<file path="src/rtl/cmp_sar_search.sv">
// Recovers the hidden B value of an external magnitude comparator by successive approximation on its A input.
// Latency: probes*(CMP_LAT+1)+1 cycles from the start cycle to the done pulse; at most WIDTH+1 probes.
// No backpressure: start is honoured only in IDLE, and the flags are sampled only on sample cycles.
module cmp_sar_search #(
  parameter int WIDTH   = 2,
  parameter int CMP_LAT = 0,
  localparam int PW     = $clog2(WIDTH + 2)
) (
  input  logic             clk,
  input  logic             rst,
  input  logic             start,
  input  logic             cmp_great,
  input  logic             cmp_equal,
  input  logic             cmp_less,
  output logic [WIDTH-1:0] guess,
  output logic             busy,
  output logic             done,
  output logic             found,
  output logic             err,
  output logic [WIDTH-1:0] result,
  output logic [PW-1:0]    probes
);

  localparam int IW = (WIDTH > 1) ? $clog2(WIDTH) : 1;

  typedef enum logic [1:0] {
    S_IDLE   = 2'd0,
    S_PROBE  = 2'd1,
    S_VERIFY = 2'd2,
    S_DONE   = 2'd3
  } state_t;

  state_t           state, state_n;
  logic [IW-1:0]    idx, idx_n;
  logic [WIDTH-1:0] acc, acc_n;
  logic [3:0]       wait_cnt, wait_cnt_n;
  logic [WIDTH-1:0] guess_n, result_n;
  logic [PW-1:0]    probes_n;
  logic             busy_n, done_n, found_n, err_n;

  // Flags are trusted only when exactly one of them is asserted.
  logic [2:0]       flags;
  logic             flags_ok;
  logic [WIDTH-1:0] acc_keep;

  // Decode the comparator flags for the current guess.
  always_comb begin
    flags    = {cmp_great, cmp_equal, cmp_less};
    flags_ok = (flags == 3'b100) || (flags == 3'b010) || (flags == 3'b001);
    // A "less" answer means the target is above the guess, so the trial bit stays set.
    acc_keep = cmp_less ? guess : acc;
  end

  // Next-state and next-output logic; every register holds its value unless a branch changes it.
  always_comb begin
    state_n    = state;
    idx_n      = idx;
    acc_n      = acc;
    wait_cnt_n = wait_cnt;
    guess_n    = guess;
    result_n   = result;
    probes_n   = probes;
    busy_n     = busy;
    done_n     = 1'b0;
    found_n    = found;
    err_n      = err;

    case (state)
      S_IDLE: begin
        if (start) begin
          state_n    = S_PROBE;
          idx_n      = IW'(WIDTH - 1);
          acc_n      = '0;
          wait_cnt_n = '0;
          guess_n    = WIDTH'(1) << (WIDTH - 1);
          probes_n   = '0;
          result_n   = '0;
          found_n    = 1'b0;
          err_n      = 1'b0;
          busy_n     = 1'b1;
        end
      end

      S_PROBE, S_VERIFY: begin
        if (wait_cnt != 4'(CMP_LAT)) begin
          // Give the comparator time to settle on the current guess.
          wait_cnt_n = wait_cnt + 4'd1;
        end else begin
          wait_cnt_n = '0;
          probes_n   = probes + PW'(1);
          if (!flags_ok) begin
            err_n    = 1'b1;
            found_n  = 1'b0;
            result_n = guess;
            state_n  = S_DONE;
            busy_n   = 1'b0;
            done_n   = 1'b1;
          end else if (state == S_VERIFY) begin
            // A final mismatch here points at a faulty comparator, not at the search.
            result_n = guess;
            found_n  = cmp_equal;
            state_n  = S_DONE;
            busy_n   = 1'b0;
            done_n   = 1'b1;
          end else if (cmp_equal) begin
            // Exact hit: stop early.
            result_n = guess;
            found_n  = 1'b1;
            state_n  = S_DONE;
            busy_n   = 1'b0;
            done_n   = 1'b1;
          end else if (idx != '0) begin
            acc_n   = acc_keep;
            idx_n   = idx - IW'(1);
            guess_n = acc_keep | (WIDTH'(1) << (idx - IW'(1)));
          end else begin
            // All bits decided; confirm the assembled value with one more sample.
            acc_n   = acc_keep;
            guess_n = acc_keep;
            state_n = S_VERIFY;
          end
        end
      end

      default: begin
        // S_DONE: the done pulse ends here, and guess keeps its last value.
        state_n = S_IDLE;
      end
    endcase
  end

  // Register the state and all outputs; reset returns to IDLE with cleared outputs.
  always_ff @(posedge clk) begin
    if (rst) begin
      state    <= S_IDLE;
      idx      <= '0;
      acc      <= '0;
      wait_cnt <= '0;
      guess    <= '0;
      result   <= '0;
      probes   <= '0;
      busy     <= 1'b0;
      done     <= 1'b0;
      found    <= 1'b0;
      err      <= 1'b0;
    end else begin
      state    <= state_n;
      idx      <= idx_n;
      acc      <= acc_n;
      wait_cnt <= wait_cnt_n;
      guess    <= guess_n;
      result   <= result_n;
      probes   <= probes_n;
      busy     <= busy_n;
      done     <= done_n;
      found    <= found_n;
      err      <= err_n;
    end
  end

endmodule

</file>
<file path="config.mk">
export PLATFORM = sky130hd
export DESIGN_NAME = cmp_sar_search
export DESIGN_NICKNAME = d
export VERILOG_FILES = /design/src/rtl/cmp_sar_search.sv
export SDC_FILE = /design/constraint.sdc
export NUM_CORES = 1
export LEC_CHECK = 0
export CORE_ASPECT_RATIO = 0.6
export CORE_MARGIN = 5
export CORE_UTILIZATION = 40
export CTS_BUF_LIST = sky130_fd_sc_hd__clkbuf_4 sky130_fd_sc_hd__clkbuf_8
export DETAILED_ROUTE_END_ITERATION = 6
export HOLD_SLACK_MARGIN = 0.03
export PLACE_DENSITY = 0.73
export SYNTH_ARGS = -nofsm -noshare
export SYNTH_HDL_FRONTEND = slang
export SYNTH_SLANG_ARGS = --single-unit
</file>
<file path="constraint.sdc">
create_clock -name clk -period 1.69 [get_ports clk]
set_input_delay 0.507 -clock clk [delete_from_list [all_inputs] [get_ports clk]]
set_output_delay 0.507 -clock clk [all_outputs]
set_load 0.005 [all_outputs]
</file>
# [Yosys cells after proc, flatten, opt, wreduce, memory -nomap -nowiden]
# Index checks and enable logic that the tools add are counted.
[classes] reduce_logical=13 shifts=1 n_eq_ne=13 add_sub_neg=3 n_mux=55 n_bitwise=2
[ops] operator="two-way mux 2 bit" n=23
[ops] operator="two-way mux 1 bit" n=20
[ops] operator="one-hot mux 2 bit (2 select lines)" n=5
[ops] operator="inequality test 2 bit, second input constant" n=6
[ops] operator="two-way mux 4 bit" n=2
[ops] operator="one-hot mux 1 bit (2 select lines)" n=4
[ops] operator="one-hot mux 4 bit (2 select lines)" n=1
[ops] operator="AND reduction 4 bit" n=2
[ops] operator="AND reduction 3 bit" n=2
[ops] operator="AND reduction 6 bit" n=1
[ops] operator="inequality test 5 bit, second input constant" n=1
[ops] operator="adder 4 x 1 -> 4 bit, second input constant" n=1
[ops] operator="inequality test 4 bit, second input constant" n=1
[ops] operator="nonzero test 4 bit" n=1
[ops] operator="== test 3 x 1 -> 1 bit, second input constant" n=1
[ops] operator="== test 3 x 2 -> 1 bit, second input constant" n=1
[ops] operator="== test 3 bit, second input constant" n=1
[ops] operator="OR reduction 3 bit" n=1
[ops] operator="adder 2 x 1 -> 2 bit, second input constant" n=1
[ops] operator="== test 2 x 1 -> 1 bit, second input constant" n=1
[ops] operator="== test 2 bit, second input constant" n=1
[ops] operator="logical NOT 2 bit" n=1
[ops] operator="logical OR 1 bit" n=2
[ops] operator="bitwise OR 2 bit" n=1
[ops] operator="6 further kinds" n=6
[totals] wordCells=98 inputBits=6 out_inout_bits=10 ff_bits=19

# [Logic depth before layout (Yosys ltp)]
# Gate-level depths: netlist of the first run.
[logic_depth] ltp_word=9 ltp_mapped=7

# [Least setup slack after synthesis of the first run]
# Ideal clock, no wire load.
[synth_path] path_type="reg2reg" startpoint="register state[0]" endpoint="register found" arrival_time_ps=1739 setup_slack_ps=-119 path_stages_with_launch=8 required_time_ps=1620 path_cell_list="dfxtp_1 -> inv_1 -> ha_1 -> nor2b_1 -> buf_6 -> a311o_1 -> or3_1 -> a21oi_1"
[synth_between] elab_chain_cells=5 elab_cells_between_ends=13 cone_classes="5 x eq/ne; 4 x mux; 4 x reduce/logical"
[synth_rtl] element="from (decl)" line="33" rtl="state_t state, state_n;"
[synth_rtl] element="from (signal assigned)" line="147" rtl="state <= state_n;"
[synth_rtl] element="== test 2 bit" line="68, 98"
[synth_rtl] element="two-way mux 1 bit" line="98" rtl="end else if (state == S_VERIFY) begin"
[synth_rtl] element="two-way mux 1 bit" line="91" rtl="if (!flags_ok) begin"
[synth_rtl] element="two-way mux 1 bit" line="85" rtl="if (wait_cnt != 4'(CMP_LAT)) begin"
[synth_rtl] element="one-hot mux 1 bit (2 select lines)" line="68" rtl="case (state)"
[synth_rtl] element="to (signal assigned)" line="156" rtl="found <= found_n;"
[synth_rtl] element="to (decl)" line="18" rtl="output logic found,"
# Parallel ways exist; a longest one is shown, timed or not. The select of a mux whose other input is x is not followed.
# A chain may end at the register's enable or synchronous reset.

# [Worst setup path in the final report of the first run]
[layout_path] startpoint="register state[1]" endpoint="register acc[0]"
[layout_between] elab_chain_cells=4 elab_cells_between_ends=12 cone_classes="7 x eq/ne; 1 x mux; 4 x reduce/logical"
[layout_rtl] element="== test 2 bit or == test 2 x 1 -> 1 bit (tied branches)" line="68, 98"
[layout_rtl] element="OR reduction 2 bit" line="68"
[layout_rtl] element="inequality test 2 bit (no source line) or nonzero test 2 bit (tied branches)"
[layout_rtl] element="AND reduction 6 bit (no source line)"
[layout_rtl] element="to (signal assigned)" line="149" rtl="acc <= acc_n;"
[layout_rtl] element="to (decl)" line="35" rtl="logic [WIDTH-1:0] acc, acc_n;"
# Parallel ways exist; a longest one is shown, timed or not.

==> flow_summary.yaml, run 1 <==
outcome:
  status: "complete, but fails checks"
  violations: "setup timing"
die:
  dieHeight_microns: 51.3
  die-area_sq_um: 4040
  fp.dieW_microns: 78.8
  io_pins: 16
  core-area_sq_um: 2800
  initial_utilization_pct: 40.6
  rows: 15
logic_synthesis:
  synth_warnings: 0
  postSynthAreaPerCell_sq_um: 8.60
  syn_area_sq_um: 1130
  ys_seq_area_share_pct: 33.5
  synth_edf_count: 0
  ys_ff_latch: 19
  synth_cell_types: 42
  syn_nets: 144
  async_flop_share_pct: 0
  synth_cells: 132
  ys.flop_type: "dfxtp_1"
timing:
  fmax_mhz: 586
  fin_ws_ns: -0.0153
  fin_skew_ns: 0.00315
  finalCriticalPeriod_ns: 1.71
  final.period_utilization_pct: 101
  rsz0062_at_grt: "yes"
  finalHoldViolations: 0
  max_slew_margin_pct: 68.1
  hold_slack_ns: 0.481
  drv_slew: 0
  setup_violations: 2
  worst_pin_slew_ns: 0.478
global_routing:
  grt_max_degree: 20
  grtUsageTotal_pct: 16.0
  grt_pass1_vias: 1053
  gr-total-overflow: 0
  antenna_found_initial: 0
  grt_pass1_wl_microns: 4970
clock_network:
  cts_max_level: 1
  cts_tree: "done"
  clk_pin_slew_ns: 0.07
  clock-sinks: 19
  cts_made_buffers: 3
  cts_root_buf: "clkbuf_8"
  clk_latency_ns: 0.27
  cts_hold_buf: 0
  clockBufferDepth: 2
route:
  vias_per_cell: 5.70
  antenna_left: 0
  wirelength_microns: 3140
  dr_total_vias: 1192
  first_pass_iters: 4
  drcViolationCount: 0
  drt-wirelength-per-cell_microns: 15.0
  drt-initial-drc-count: 71
critical_path:
  path_max_fanout: 5
  setup.worst_path.class: "flop to flop"
  startpoint_type: "flop"
  arrival_ns: 1.86
  cp-end-kind: "flop"
  critical_path_required_ns: 1.85
cells_and_area:
  area_delta_synth_final_pct: 49.6
  layout-drive-gt1-share_pct: 39.4
  final_common_cell: "buf_4"
  diodes: 0
  nFillCells: 231
  final_cell_mix: "buf_4, dfxtp_1, o21ai_0, clkdlybuf4s50_1, nand2_1"
  nets: 188
job:
  drv_cap: 0
worst_hold_path:
  hold_class: "flop to flop"
pwr:
  leakage_nw: 0.649
  power_per_cell_area_nw_per_um2: 1500
  ir_drop_mv: 1.14
  total_power_mw: 2.55
placement:
  gp_congestion: 0.928
  hpwlAfterDp_microns: 2250
  port-buffer-count: 15
-- metal layers --
layer / up-vias / part of all wire [%] / global-route usage, %
met1: 560 / 48 / 22.6
met5: - / 0 / 0
met2: 47 / 43 / 23.5
li1: 579 / - / -
met3: 6 / 7.0 / 4.23
met4: 0 / 1.3 / 4.65
-- cells by family (layout without fill, tap and decap cells) --
family | Yosys count | count (layout) | synth area share (%)
fa+ha+maj | 6 | 6 | 6.62
simple gates | 54 | 54 | 31.5
xor+xnor | 2 | 2 | 2.21
flops | 19 | 19 | 33.5
buf+inv | 14 | 57 | 6.06
compound gates | 37 | 37 | 20.1
-- where the power goes --
part	leakage (nW)	total (mW)	internal [mW]	switching, mW
combinational	0.466	1.58	0.807	0.769
clock	0.0255	0.330	0.165	0.165
sequential	0.158	0.641	0.563	0.0784
total	0.649	2.55	1.53	1.01
-- cell type report --
cell class,count,area (sq um),area share (%)
Clock buffer,3,41.3,2.43
Clock inverter,1,5.00,0.295
Inverter,7,26.3,1.55
Tap cell,34,42.5,2.51
Timing Repair Buffer,46,389,22.9
Multi-Input combinational cell,99,805,47.4
Sequential cell,19,389,22.9
-- Yosys cell counts (2+ instances only) --
library cell	count	area share [%]
nor3_1	8	3.5
nor4b_1	4	3.1
ha_1	6	6.6
inv_1	7	2.3
a311oi_1	2	1.5
nand4_1	2	1.1
nor2b_1	2	1.1
nand3_1	4	1.8
o21ai_0	14	6.2
buf_6	2	2.0
clkbuf_1	3	0.99
dfxtp_1	19	34
nor3b_1	3	2.0
nor2_1	4	1.3
nand4b_1	2	1.5
a21oi_1	8	3.5
a211oi_1	3	2.0
or3_1	3	1.7
nand2_1	10	3.3
a31oi_1	4	2.2
-- critical path, stage by stage (launching register included) --
cell and delay, ns:
dfxtp_2 0.34, buf_6 0.11, ha_4 0.15, or2_4 0.26
nor4b_4 0.38, buf_4 0.20, buf_4 0.11, o41ai_2 0.05
-- timing repair --
item | in CTS | in global routing
setup endpoints to repair | 10 | 14
buffers inserted | 1 | 3
gates resized for setup | 10 | 22
pin swaps | 4 | 12
-- final timing paths --
kind                               start     end  slack (ns)  depth (start not counted)
worst min register to register    acc[0]  acc[0]        0.48                          2
worst max register to register  state[1]  acc[0]       -0.02                          7
worst max-delay path            state[1]  acc[0]       -0.02                          7
worst min-delay path              acc[0]  acc[0]        0.48                          2
-- flip-flops by register name, summed over array words and instances (netlist names) --
register,count
probes,2
acc,2
wait_cnt,4
idx,1
done,1
result,2
found,1
state,2
guess,2
busy,1
err,1
-- through the flow --
step                util (%)  cells  instance area [sq um]  setup WS, ns  TNS (ns)
global placement        55.0    202                   1540        -0.448     -4.44
floorplan                  -    132                   1180        0.0206         0
global route            60.7    209                   1700        -0.148    -0.430
CTS                     57.0    206                   1590       0.00733         0
detailed placement      55.0    202                   1540        -0.518     -5.39
finish                  60.7    209                   1700       -0.0153   -0.0245
(Power assumes the default switching activity.)
==> inputs of run 2 (changes only) <==
CELL_PAD_IN_SITES_DETAIL_PLACEMENT = 1   (was unset)
CELL_PAD_IN_SITES_GLOBAL_PLACEMENT = 2   (was unset)
CORE_UTILIZATION = 30   (was 40)
CTS_CLUSTER_DIAMETER = 120   (was unset)
PLACE_DENSITY = 0.75   (was 0.73)
==> run 2 against run 1 <==
The flow still finishes with violations (setup timing). Wire length is 14% higher. Clock-buffer cell count stayed put. Clock power hardly changed. Combinational power is 8% higher. Setup slack better by 0.0047 ns. Clock skew is 0.0021 ns higher. First-iteration DRC count is 45% lower. Power is 5.3% higher. Utilization is 11 points lower. Fmax is 0.28% higher. Sequential power is 1% higher. Largest cell class unchanged.
==> flow_summary.yaml, run 2 (synthesized netlist as in run 1, its figures left out) <==
timing:
  worst_pin_slew_ns: 0.419
  rsz0062_at_grt: "yes"
  fmax_mhz: 588
  fin_ws_ns: -0.0106
  drv_slew: 0
  max_slew_margin_pct: 72.0
  finalHoldViolations: 0
  setup_violations: 1
  fin_skew_ns: 0.00526
  finalCriticalPeriod_ns: 1.70
  final.period_utilization_pct: 101
  hold_slack_ns: 0.501
critical_path:
  arrival_ns: 1.85
  setup.worst_path.class: "flop to flop"
  critical_path_required_ns: 1.84
  critPathBufInv: 2
  startpoint_type: "flop"
  crit_top_cell: "buf_6"
  path_cells: "buf_6, ha_4, or2_4, nor4b_4, buf_6, nor4b_2, a211o_1"
  crit_family: "simple AND/OR/NAND/NOR gates"
  path_max_fanout: 8
  max_stage_delay_ns: 0.34
  cpMaxStageDelayCell: "dfxtp_2"
  cp-end-kind: "flop"
die:
  initial_utilization_pct: 31.0
  core-area_sq_um: 3660
  fp.dieW_microns: 89.4
  io_pins: 16
  rows: 17
  die-area_sq_um: 5150
  dieHeight_microns: 57.6
placement:
  hpwlAfterDp_microns: 2730
  placed_cell_area_sq_um: 1590
  placed_cells: 219
  port-buffer-count: 15
  gp_congestion: 0.844
clock_network:
  cts_root_buf: "clkbuf_8"
  clock-sinks: 19
  clockBufferDepth: 2
  cts_hold_buf: 0
  clk_pin_slew_ns: 0.08
  cts_made_buffers: 3
  clk_latency_ns: 0.26
  cts_tree: "done"
  cts_max_level: 1
cells_and_area:
  post-route-util_pct: 50.0
  final_area_sq_um: 1830
  final_cell_mix: "buf_4, dfxtp_1, clkdlybuf4s50_1"
  regMostFlops: "wait_cnt"
  area_delta_synth_final_pct: 61.1
  nets: 198
  final_common_cell: "buf_4"
  largest_reg_flops: 4
  nFillCells: 433
  fin_cells: 232
  diodes: 0
  layout-drive-gt1-share_pct: 46.5
route:
  antenna_left: 0
  drt-wirelength-per-cell_microns: 15.4
  drt-initial-drc-count: 39
  vias_per_cell: 5.17
  wirelength_microns: 3570
  first_pass_iters: 4
  dr_total_vias: 1200
  drcViolationCount: 0
global_routing:
  grt_max_degree: 15
  grt_pass1_wl_microns: 5900
  grt_pass1_vias: 1227
  gr-total-overflow: 0
  grtUsageTotal_pct: 14.7
  antenna_found_initial: 0
pwr:
  ir_drop_mv: 0.857
  leakage_nw: 0.702
  total_power_mw: 2.68
  power_per_cell_area_nw_per_um2: 1470
worst_hold_path:
  hold_class: "flop to flop"
job:
  drv_cap: 0
outcome:
  status: "complete, but fails checks"
  violations: "setup timing"
run 2: routing by layer:
| metal | vias to the layer above | wire length, microns | track usage, % |
|---|---|---|---|
| met1 | 587 | 1870 | 20.5 |
| met2 | 12 | 1600 | 23.9 |
| met5 | - | 0 | 0 |
| li1 | 597 | - | - |
| met3 | 4 | 74 | 2.56 |
| met4 | 0 | 25 | 3.18 |
run 2: area by class of cell:
class                      instances  area (sq um)  share of cell area (%)
clock buffer                       3          41.3                    2.26
clock inverter                     1          5.00                   0.274
timing repair buffer              56           464                    25.4
multi-input combinational         99           842                    46.1
inverter                           7          28.8                    1.57
sequential                        19           388                    21.2
tap                               47          58.8                    3.22
run 2: path summary, 6_finish.rpt:
check | from | cells past startpoint | end | slack (ns)
setup / recovery | state[1] | 7 | acc[1] | -0.01
hold / removal | busy | 2 | busy | 0.50
setup reg to reg | state[1] | 7 | acc[1] | -0.01
hold reg to reg | busy | 2 | busy | 0.50
run 2: timing repair:
action / 4_1_cts / 5_1_grt
endpoints found under the hold margin: 0 / 0
pin swaps: 7 / 10
endpoints found under the setup margin: 10 / 15
gates resized for setup: 14 / 28
setup buffers: 2 / 8
run 2: worst register-to-register path, stage by stage, from the launching register on:
cell	delay [ns]
dfxtp_2	0.34
buf_6	0.11
ha_4	0.15
or2_4	0.24
nor4b_4	0.29
buf_6	0.18
nor4b_2	0.06
a211o_1	0.23
run 2: power breakdown:
group	total, mW	internal [mW]	switching (mW)
registers	0.649	0.560	0.0882
logic	1.70	0.890	0.813
clock network	0.332	0.164	0.168
run 2: metrics by stage:
step | setup slack [ns] | setup TNS (ns)
3_3_place_gp | -0.480 | -4.66
6_report | -0.0106 | -0.0106
2_1_floorplan | 0.0206 | 0
3_5_place_dp | -0.544 | -5.69
5_1_grt | -0.0785 | -0.344
4_1_cts | -0.0222 | -0.0287
==> inputs of run 3 (changes only) <==
clock period = 1.4 ns   (was 1.69 ns; I/O delays follow)
==> run 3 against run 2 <==
The run still ends with setup timing left. Clock-buffer cell count up 1. Sequential cell count unchanged. Sequential power up 19%. Register-to-register slack worse by 0.32 ns. Wire length up 23%. Sequential share of layout area down 1.7 points. Hold slack worse by 0.0064 ns. Largest power group unchanged. Highest routed layer unchanged.
==> flow_summary.yaml, run 3 (synthesized netlist as in run 1, its figures left out) <==
outcome:
  status: "complete, but fails checks"
  violations: "setup timing"
die:
  initial_utilization_pct: 31.0
  dieHeight_microns: 57.6
  io_pins: 16
  rows: 17
  fp.dieW_microns: 89.4
  die-area_sq_um: 5150
  core-area_sq_um: 3660
critical_path:
  cp.depth: 6
  ff2ff_setup_slack_ns: -0.33
  setup.worst_path.class: "flop to flop"
  arrival_ns: 1.93
  critical_path_required_ns: 1.60
  startpoint_type: "flop"
  path_max_fanout: 5
  r2r-end: "found"
  rr_startpoint: "state[1]"
  max_stage_delay_ns: 0.42
  endpoint: "found"
  path_cells: "inv_4, ha_4, nor2b_4, a311o_1, or3_4, a21oi_2"
  cpMaxStageDelayCell: "or3_4"
  cp-startpoint: "state[1]"
  critPathBufInv: 1
  cp-end-kind: "flop"
  reg2reg_depth: 6
  crit_family: "simple AND/OR/NAND/NOR gates"
clock_network:
  cts_made_buffers: 3
  cts_max_level: 1
  cts_hold_buf: 0
  clk_latency_ns: 0.27
  cts_tree: "done"
  cts_root_buf: "clkbuf_8"
  clockBufferDepth: 2
  clk_pin_slew_ns: 0.08
  clock-sinks: 19
placement:
  placed_cell_area_sq_um: 1650
  gp_congestion: 0.830
  hpwlAfterDp_microns: 2940
  port-buffer-count: 15
global_routing:
  gr-total-overflow: 0
  grt_pass1_vias: 1319
  grt_pass1_wl_microns: 6730
  grt_max_degree: 15
  antenna_found_initial: 0
  grtUsageTotal_pct: 17.0
timing:
  drv_slew: 0
  setup_violations: 16
  hold_slack_ns: 0.494
  fin_skew_ns: 0.0108
  worst_pin_slew_ns: 0.382
  fin_ws_ns: -0.330
  final.period_utilization_pct: 124
  rsz0062_at_grt: "yes"
  max_slew_margin_pct: 74.4
  finalHoldViolations: 0
  fmax_mhz: 578
  setup_tns_ns: -3.26
  finalCriticalPeriod_ns: 1.73
cells_and_area:
  diodes: 0
  nets: 209
  post-route-util_pct: 54.9
  final_area_sq_um: 2010
  regMostFlops: "wait_cnt"
  final_cell_mix: "buf_4, dfxtp_1, dlygate4sd2_1"
  largest_reg_flops: 4
  layout-drive-gt1-share_pct: 53.1
  nFillCells: 415
  area_delta_synth_final_pct: 76.8
  regArea_sq_um: 392
  multi_input_area_sq_um: 907
  final_common_cell: "buf_4"
route:
  antenna_left: 0
  drt-wirelength-per-cell_microns: 18.1
  drt-initial-drc-count: 48
  drcViolationCount: 0
  dr_total_vias: 1292
  wirelength_microns: 4400
  vias_per_cell: 5.32
  first_pass_iters: 4
job:
  drv_cap: 0
pwr:
  power_per_cell_area_nw_per_um2: 1870
  ir_drop_mv: 0.820
  p_sw_share_pct: 41.0
  total_power_mw: 3.76
  seqPwrFrac_pct: 20.6
  clockPowerShare_pct: 11.3
  power_frac_comb_pct: 68.1
  leakage_nw: 0.856
  power_switching_mw: 1.54
  power.internal_mw: 2.22
worst_hold_path:
  hold_class: "flop to flop"
  holdPathStages: 2
[run 3: changes by cell type in the layout (fill, tap and decap cells not counted), moves of 4 or more]
cell             change
buf_6                +4
o21ai_0              -4
buf_4                +6
dlygate4sd2_1        +8
clkdlybuf4s50_1     -10
[run 3: tightest hold or removal path: cells and delay by family, from the launching register on]
kind	cells	cell delay, ns
DFF	1	0.31
AOI/OAI and AO/OA	1	0.08
buffers and inverters	1	0.07
[run 3: worst min path at each step]
stage	to	startpoint	slack [ns]
after detailed placement	acc[0]	acc[0]	0.47
after CTS	acc[0]	acc[0]	0.49
after global placement	acc[0]	acc[0]	0.46
final	acc[0]	acc[0]	0.49
after floorplan	acc[0]	acc[0]	0.45
after global routing	acc[0]	acc[0]	0.51
[run 3: cell type report]
type / count / share of cell area (%)
Tap cell: 47 / 2.93
Multi-Input combinational cell: 99 / 45.2
Clock buffer: 4 / 2.43
Timing Repair Buffer: 67 / 28.4
Sequential cell: 19 / 19.5
Inverter: 7 / 1.56
[run 3: layer usage]
| layer | up-vias | track usage (%) | wire [microns] |
|---|---|---|---|
| met5 | - | 0 | 0 |
| met4 | 0 | 4.67 | 59 |
| met3 | 6 | 2.13 | 112 |
| met2 | 26 | 27.6 | 2100 |
| met1 | 636 | 23.7 | 2120 |
| li1 | 624 | - | - |
[run 3: metrics by stage]
| stage | cells | setup slack (ns) |
|---|---|---|
| detailed placement | 226 | -0.709 |
| floorplan | 132 | -0.268 |
| finish | 243 | -0.330 |
| global placement | 226 | -0.648 |
| CTS | 237 | -0.300 |
| global route | 243 | -0.412 |
[run 3: repair_timing]
action,4_1_cts,5_1_grt
endpoints found under the setup margin,29,20
buffers inserted,7,7
resized for setup,51,22
pin swaps,23,11
[run 3: power by group through the flow]
| stage | registers (mW) | clock network [mW] | logic, mW |
|---|---|---|---|
| floorplan | 0.770 | 0 | 0.971 |
| global placement | 0.760 | 0 | 1.80 |
| detailed placement | 0.768 | 0 | 1.87 |
| CTS | 0.773 | 0.429 | 2.16 |
| global route | 0.791 | 0.449 | 2.72 |
| finish | 0.775 | 0.425 | 2.56 |
